**src/rtl/mem_port_arbiter_pkg.sv**
```systemverilog
// Shared RV32I types plus the memory-port arbiter state and grant encodings.
// Build option MEM_ARB_RR_EN selects round-robin tie breaking in mem_arb_pick.
package rv32i_types;

  typedef logic [31:0] rv32i_word;
  typedef logic [3:0]  rv32i_mem_wmask;

  typedef enum logic [1:0] {
    IDLE,
    GRANT_I,
    GRANT_D
  } mem_arb_state_t;

  localparam logic MEM_ARB_GRANT_D = 1'b1;
  localparam logic MEM_ARB_GRANT_I = 1'b0;

endpackage

```
**src/rtl/mem_port_arbiter_if.sv**
```systemverilog
// Fetch, data and downstream memory port signals of the arbiter.
// slave: arbiter view; master: core and memory side view.
interface mem_arb_if;
  import rv32i_types::*;

  logic           i_read;
  rv32i_word      i_address;
  logic           i_resp;
  rv32i_word      i_rdata;

  logic           d_read;
  logic           d_write;
  rv32i_word      d_address;
  rv32i_word      d_wdata;
  rv32i_mem_wmask d_byte_enable;
  logic           d_resp;
  rv32i_word      d_rdata;

  logic           mem_read;
  logic           mem_write;
  rv32i_word      mem_address;
  rv32i_word      mem_wdata;
  rv32i_mem_wmask mem_byte_enable;
  logic           mem_resp;
  rv32i_word      mem_rdata;

  modport slave (
    input  i_read, i_address,
    output i_resp, i_rdata,
    input  d_read, d_write, d_address,
    input  d_wdata, d_byte_enable,
    output d_resp, d_rdata,
    output mem_read, mem_write, mem_address,
    output mem_wdata, mem_byte_enable,
    input  mem_resp, mem_rdata
  );

  modport master (
    output i_read, i_address,
    input  i_resp, i_rdata,
    output d_read, d_write, d_address,
    output d_wdata, d_byte_enable,
    input  d_resp, d_rdata,
    input  mem_read, mem_write, mem_address,
    input  mem_wdata, mem_byte_enable,
    output mem_resp, mem_rdata
  );

endinterface

```
**src/rtl/mem_port_arbiter_pick.sv**
```systemverilog
// Combinational winner selection for the memory-port arbiter.
// MEM_ARB_RR_EN: ties go to the requester not served last; else data wins.
module mem_arb_pick
  import rv32i_types::*;
(
  input  logic           i_req,
  input  logic           d_req,
  input  logic           last_grant,
  output mem_arb_state_t grant
);

  logic tie_to_d;

`ifdef MEM_ARB_RR_EN
  assign tie_to_d = (last_grant != MEM_ARB_GRANT_D);
`else
  logic unused_last_grant;
  assign unused_last_grant = last_grant;
  assign tie_to_d = 1'b1;
`endif

  always_comb begin
    grant = IDLE;
    unique case (1'b1)
      (i_req && d_req):  grant = tie_to_d ? GRANT_D : GRANT_I;
      (d_req && !i_req): grant = GRANT_D;
      (i_req && !d_req): grant = GRANT_I;
      default:           grant = IDLE;
    endcase
  end

endmodule

```
**src/rtl/mem_port_arbiter.sv**
```systemverilog
// Serializes fetch and data requesters onto one memory port.
// Tie policy is set by MEM_ARB_RR_EN inside mem_arb_pick.
module mem_port_arbiter
  import rv32i_types::*;
(
  input logic     clk,
  input logic     rst,
  mem_arb_if.slave bus
);

  mem_arb_state_t state;
  mem_arb_state_t pick;
  logic           last_grant;
  logic           i_req;
  logic           d_req;

  assign i_req = bus.i_read;
  assign d_req = bus.d_read | bus.d_write;

  mem_arb_pick u_pick (
    .i_req      (i_req),
    .d_req      (d_req),
    .last_grant (last_grant),
    .grant      (pick)
  );

  // A response always wins over a same-cycle request drop.
  always_ff @(posedge clk or posedge rst) begin
    if (rst) begin
      state      <= IDLE;
      last_grant <= MEM_ARB_GRANT_D;
    end else begin
      unique case (state)
        IDLE: state <= pick;
        GRANT_I: begin
          if (bus.mem_resp) begin
            state      <= IDLE;
            last_grant <= MEM_ARB_GRANT_I;
          end else if (!i_req) begin
            state <= IDLE;
          end
        end
        GRANT_D: begin
          if (bus.mem_resp) begin
            state      <= IDLE;
            last_grant <= MEM_ARB_GRANT_D;
          end else if (!d_req) begin
            state <= IDLE;
          end
        end
        default: state <= IDLE;
      endcase
    end
  end

  always_comb begin
    bus.mem_read        = 1'b0;
    bus.mem_write       = 1'b0;
    bus.mem_address     = '0;
    bus.mem_wdata       = '0;
    bus.mem_byte_enable = '0;
    bus.i_resp          = 1'b0;
    bus.d_resp          = 1'b0;
    bus.i_rdata         = '0;
    bus.d_rdata         = '0;
    unique case (state)
      GRANT_I: begin
        bus.mem_read        = bus.i_read;
        bus.mem_address     = bus.i_address;
        bus.mem_byte_enable = 4'hF;
        bus.i_resp          = bus.mem_resp;
        bus.i_rdata         = bus.mem_rdata;
        bus.d_rdata         = bus.mem_rdata;
      end
      GRANT_D: begin
        bus.mem_read        = bus.d_read;
        bus.mem_write       = bus.d_write;
        bus.mem_address     = bus.d_address;
        bus.mem_wdata       = bus.d_wdata;
        bus.mem_byte_enable = bus.d_byte_enable;
        bus.d_resp          = bus.mem_resp;
        bus.i_rdata         = bus.mem_rdata;
        bus.d_rdata         = bus.mem_rdata;
      end
      default: ;
    endcase
  end

endmodule
```
**src/flat_wrapper.sv**
```systemverilog
// flat-port wrapper written by rule: the top's interface ports become plain ports
module mem_port_arbiter_flat import rv32i_types::*;
  (clk, rst, bus_i_read, bus_i_address, bus_i_resp, bus_i_rdata, bus_d_read, bus_d_write, bus_d_address, bus_d_wdata, bus_d_byte_enable, bus_d_resp, bus_d_rdata, bus_mem_read, bus_mem_write, bus_mem_address, bus_mem_wdata, bus_mem_byte_enable, bus_mem_resp, bus_mem_rdata);
  mem_arb_if bus_i ();
  input logic clk;
  input logic rst;
  input wire logic [$bits(bus_i.i_read)-1:0] bus_i_read;
  input wire logic [$bits(bus_i.i_address)-1:0] bus_i_address;
  output wire logic [$bits(bus_i.i_resp)-1:0] bus_i_resp;
  output wire logic [$bits(bus_i.i_rdata)-1:0] bus_i_rdata;
  input wire logic [$bits(bus_i.d_read)-1:0] bus_d_read;
  input wire logic [$bits(bus_i.d_write)-1:0] bus_d_write;
  input wire logic [$bits(bus_i.d_address)-1:0] bus_d_address;
  input wire logic [$bits(bus_i.d_wdata)-1:0] bus_d_wdata;
  input wire logic [$bits(bus_i.d_byte_enable)-1:0] bus_d_byte_enable;
  output wire logic [$bits(bus_i.d_resp)-1:0] bus_d_resp;
  output wire logic [$bits(bus_i.d_rdata)-1:0] bus_d_rdata;
  output wire logic [$bits(bus_i.mem_read)-1:0] bus_mem_read;
  output wire logic [$bits(bus_i.mem_write)-1:0] bus_mem_write;
  output wire logic [$bits(bus_i.mem_address)-1:0] bus_mem_address;
  output wire logic [$bits(bus_i.mem_wdata)-1:0] bus_mem_wdata;
  output wire logic [$bits(bus_i.mem_byte_enable)-1:0] bus_mem_byte_enable;
  input wire logic [$bits(bus_i.mem_resp)-1:0] bus_mem_resp;
  input wire logic [$bits(bus_i.mem_rdata)-1:0] bus_mem_rdata;
  assign bus_i.i_read = bus_i_read;
  assign bus_i.i_address = bus_i_address;
  assign bus_i_resp = bus_i.i_resp;
  assign bus_i_rdata = bus_i.i_rdata;
  assign bus_i.d_read = bus_d_read;
  assign bus_i.d_write = bus_d_write;
  assign bus_i.d_address = bus_d_address;
  assign bus_i.d_wdata = bus_d_wdata;
  assign bus_i.d_byte_enable = bus_d_byte_enable;
  assign bus_d_resp = bus_i.d_resp;
  assign bus_d_rdata = bus_i.d_rdata;
  assign bus_mem_read = bus_i.mem_read;
  assign bus_mem_write = bus_i.mem_write;
  assign bus_mem_address = bus_i.mem_address;
  assign bus_mem_wdata = bus_i.mem_wdata;
  assign bus_mem_byte_enable = bus_i.mem_byte_enable;
  assign bus_i.mem_resp = bus_mem_resp;
  assign bus_i.mem_rdata = bus_mem_rdata;
  mem_port_arbiter u_core (.clk(clk), .rst(rst), .bus(bus_i));
endmodule
```
**config.mk**
```make
export PLATFORM = sky130hd
export DESIGN_NAME = mem_port_arbiter_flat
export DESIGN_NICKNAME = d
export VERILOG_FILES = /design/src/rtl/mem_port_arbiter_pkg.sv /design/src/rtl/mem_port_arbiter_if.sv /design/src/rtl/mem_port_arbiter_pick.sv /design/src/rtl/mem_port_arbiter.sv /design/src/flat_wrapper.sv
export SDC_FILE = /design/constraint.sdc
export NUM_CORES = 1
export LEC_CHECK = 0
export CORE_AREA = 2 2 107 109
export DETAILED_ROUTE_END_ITERATION = 10
export DIE_AREA = 0 0 109 111
export SLEW_MARGIN = 20
export SYNTH_ARGS = -nofsm -noshare
export SYNTH_HDL_FRONTEND = slang
export SYNTH_HIERARCHICAL = 1
export SYNTH_SLANG_ARGS = --single-unit
```
**constraint.sdc**
```tcl
create_clock -name clk -period 3.6 [get_ports clk]
set_input_delay 0.54 -clock clk [delete_from_list [all_inputs] [get_ports clk]]
set_output_delay 0.54 -clock clk [all_outputs]
set_load 0.02 [all_outputs]
```
# Yosys cells after proc, flatten, opt, wreduce, memory -nomap -nowiden
# Cells that the tools add are included.
[totals] in_bits=138 romBits=0 mem_bits_rw=0 latchBits=0 output_inout_bits=136 register_bits=2 memories=0
[op_classes] eq_ne=4 n_div=0 n_reduce_logical=9 add_sub_neg=0 n_bitwise=1 shifts=0 muxes=14 order_cmp=0 n_mul=0
[op_table] cell="32-bit two-way mux" n=2
[op_table] cell="32-bit one-hot mux with 2 select lines" n=1
[op_table] cell="2-bit two-way mux" n=4
[op_table] cell="4-bit one-hot mux with 2 select lines" n=1
[op_table] cell="3-bit != test (second input constant)" n=2
[op_table] cell="2-bit one-hot mux with 3 select lines" n=1
[op_table] cell="2-bit one-hot mux with 2 select lines" n=1
[op_table] cell="2-bit OR reduction" n=2
[op_table] cell="1-bit logical AND" n=3
[op_table] cell="1-bit two-way mux" n=3
[op_table] cell="2-bit by 1-bit == test with 1-bit output (second input constant)" n=1
[op_table] cell="2-bit == test (second input constant)" n=1
[op_table] cell="1-bit zero test" n=2
[op_table] cell="2-bit zero test" n=1
[op_table] cell="1-bit one-hot mux with 2 select lines" n=1
[op_table] cell="2-bit AND reduction" n=1
[op_table] cell="1-bit bitwise OR" n=1

# Logic depth before layout (Yosys ltp)
[depth] ltp_word=5 ltp_mapped=6

# Modules after synthesis
# The synthesis kept the hierarchy.
[modules_own_cells] mod="mem_port_arbiter" area_each_um2=1520.2 seq_area_each_um2=76.3 n_inst=1 cells_per_inst=216
[modules_own_cells] mod="mem_arb_pick" area_each_um2=10.0 seq_area_each_um2=0.0 n_inst=1 cells_per_inst=2

# Worst setup path before layout
# Ideal clock, no wire load.
[synth_path] kind="flip-flop to output port" start="reg u_core.state[0]" end="out bus_i_rdata[0]" arrival_ps=1444 required_ps=3060 path_buffers=3 path_stages_with_launch=7 path_slack_ps=1616 cell_sequence="dfrtp_1 > inv_1 > ha_1 > buf_4 > buf_6 > and2_1 > buf_4"
[synth_via] elab_chain_cells=3
[synth_rtl] element="start, declared" line="mem_port_arbiter.sv:11" text="mem_arb_state_t state;"
[synth_rtl] element="start signal, assigned" line="mem_port_arbiter.sv:34" text="IDLE: state <= pick;"
[synth_rtl] element="2-bit by 1-bit == test with 1-bit output / 2-bit == test (equally long branches)"
[synth_rtl] element="2-bit OR reduction (no source line) (*)"
[synth_rtl] element="32-bit two-way mux (*)"
[synth_rtl] element="end, declared" line="flat_wrapper.sv:10" text="output wire logic [$bits(bus_i.i_rdata)-1:0] bus_i_rdata;"
# Mark *: on every way between the ends. The rest lies on a longest branch, timed or not.

# Final worst setup path
[layout_path] start="reg u_core.state[0]" end="out bus_mem_address[22]"
[layout_via] elab_chain_cells=2
[layout_rtl] element="2-bit == test / 2-bit by 1-bit == test with 1-bit output (equally long branches)" line="mem_port_arbiter.sv:66" text="unique case (state)"
[layout_rtl] element="32-bit one-hot mux with 2 select lines (*)" line="mem_port_arbiter.sv:66"
[layout_rtl] element="end, declared" line="flat_wrapper.sv:20" text="output wire logic [$bits(bus_i.mem_address)-1:0] bus_mem_address;"
# Marked as above.

==> results.toml <==
[run_status]
status = "finished clean"

[hold_path]
holdCritPathClass = "input pin to async pin"

[pwr]
power_switching_mw = 1.22
power_mw = 2.58
power_frac_comb_pct = 92.2
power.density_nw_per_um2 = 625
p_leak_nw = 1.47
seqPwrFrac_pct = 1.4
sw_frac_of_total_pct = 47.1
power_frac_clock_pct = 6.4
ir_drop_v = 0.000264
p_int_mw = 1.36

[global_route]
track_usage_pct = 11.9
grt_antenna_before_repair = 0
grt_max_degree = 42
grt_pass1_vias = 2273
grt_pass1_wl_um = 11500
grt_overflow_total = 0

[logic_synthesis]
postSynthCellCount = 212
syn_avg_cell_area_sq_um = 7.00
ys_warn_count = 6
syn_area_sq_um = 1480
syn_nets = 355

[floorplan]
die_area_sq_um = 12100
start_util_pct = 13.4
io_pins = 274
placeableCoreArea_sq_um = 11100
die_h_um = 111
die_w_um = 109
std_cell_rows = 39

[setup_path]
critical-path-max-stage-delay_ns = 0.62
critPathBufInv = 3
reg2reg_slack_ns = 1.67
crit_chain = "inv_1, ha_1, buf_4, a22oi_1, nor2b_1, clkdlybuf4s50_1"
r2r.worst_path.cells = 6
critical_path_class = "flip-flop to primary output"
worst_ep_required_time_ns = 3.06
r2r-start = "u_core/state[0]"
reg2reg_to = "u_core/state[1]"
slowest_stage = "ha_1"
start_kind = "flip-flop"
crit_family = "buffers and inverters"
cp_max_fo = 18
end_kind = "primary output"
critPathArrivalTime_ns = 2.48

[clocking]
clk_pin_slew_ns = 0.03
cts-root-buf = "clkbuf_16"
cts-htree-levels = 1
cts_tree = "yes"
cts.sinks = 2
clock_latency_ns = 0.22
clk_path_buf_depth = 2
postCtsSetupBuffers = 0
holdBufCountCts = 0
cts_buffers = 3
cts_resized = 0

[route]
ant_nets = 0
via_per_inst = 3.90
wirelength_um = 7930
drt_pass1_iterations = 4
vias = 2282
dr.first_iter.drc_count = 69
wl_per_cell_um = 13.6
drc = 0

[placed_design]
numPortBuffers = 273
dp_slack_ns = 0.811
gp_congestion = 0.791
hpwl_um = 6710

[sta]
holdWs_ns = 0.479
setup_ws_ns = 0.584
tightest_slew_ns = 0.689
min_period_over_period_pct = 83.8
period_minus_slack_ns = 3.02
slew_viol_final = 0
finalSetupTns_ns = 0
setup_violations = 0
fmax_mhz = 332
rsz0062_at_grt = "false"
finalHoldViolCount = 0
clock_skew_ns = 0.000437
max_slew_margin_pct = 54.1

[layout]
largest_reg_flops = 2
regMostFlops = "u_core/state"
drive_above_1_share_pct = 2.49
syn_to_final_growth_pct = 178
insertedDiodeCount = 0
top_regs = "u_core/state x2"
fin_nets = 587

[job]
cap_viol_max_count = 0
==> per-layer routing <==
layer | up-vias | wire, um | share of wire [%] | global-route usage [%]
met1 | 1006 | 2700 | 34 | 11.8
li1 | 1126 | - | - | -
met5 | - | 0 | 0 | 0
met4 | 0 | 98 | 1.2 | 2.82
met3 | 8 | 967 | 12 | 3.70
met2 | 142 | 4170 | 53 | 23.4
==> per-stage QoR <==
step	std cells	utilization (%)	area, sq um
finish	585	37.3	4130
global route	585	37.3	4130
CTS	585	37.3	4130
detailed placement	582	36.6	4060
global placement	582	36.6	4060
floorplan	212	-	1480
==> final cells by class <==
| class | instances | area (sq um) |
|---|---|---|
| Sequential cell | 2 | 50.0 |
| Tap cell | 143 | 179 |
| Multi-Input combinational cell | 155 | 1040 |
| Inverter | 3 | 11.3 |
| Clock buffer | 3 | 75.1 |
| Timing Repair Buffer | 279 | 2780 |
| Fill cell | 1174 | 6950 |
==> worst reg2reg max path, delay by kind of cell (launching register included) <==
family,cells,cell delay [ns]
muxes,1,0.22
adders and majority gates,1,0.50
AOI/OAI and AO/OA,2,0.31
DFF,1,0.38
buffers and inverters,2,0.44
==> layout by cell type, fill, tap and decap left out <==
cell             instances
buf_4                    6
nand2_1                  3
o21ai_1                  1
and2_1                  67
a21oi_1                  4
inv_1                    3
clkdlybuf4s50_1        273
or2_2                    1
a22oi_1                 33
dfrtp_1                  2
ha_1                     5
clkbuf_16                3
nor2b_1                 38
a21oi_2                  1
mux2i_1                  2
==> worst max path at each step <==
stage / slack [ns] / endpoint / cells past startpoint / start
2_1_floorplan: 1.62 / bus_i_rdata[0] / 6 / u_core/state[0]
3_3_place_gp: 0.84 / bus_mem_address[23] / 6 / u_core/state[0]
3_5_place_dp: 0.81 / bus_mem_address[18] / 6 / u_core/state[0]
4_1_cts: 0.57 / bus_mem_address[18] / 6 / u_core/state[0]
5_1_grt: 0.44 / bus_mem_address[27] / 6 / u_core/state[0]
6_report: 0.58 / bus_mem_address[22] / 6 / u_core/state[0]
==> power by group through the flow <==
stage	registers (mW)	clock network (mW)	logic (mW)
after floorplan	0.0344	0	1.45
after global placement	0.0355	0	2.39
after detailed placement	0.0358	0	2.41
after CTS	0.0356	0.171	2.42
after global routing	0.0370	0.175	2.54
final	0.0359	0.166	2.38
Power figures use the tool's default switching activity.
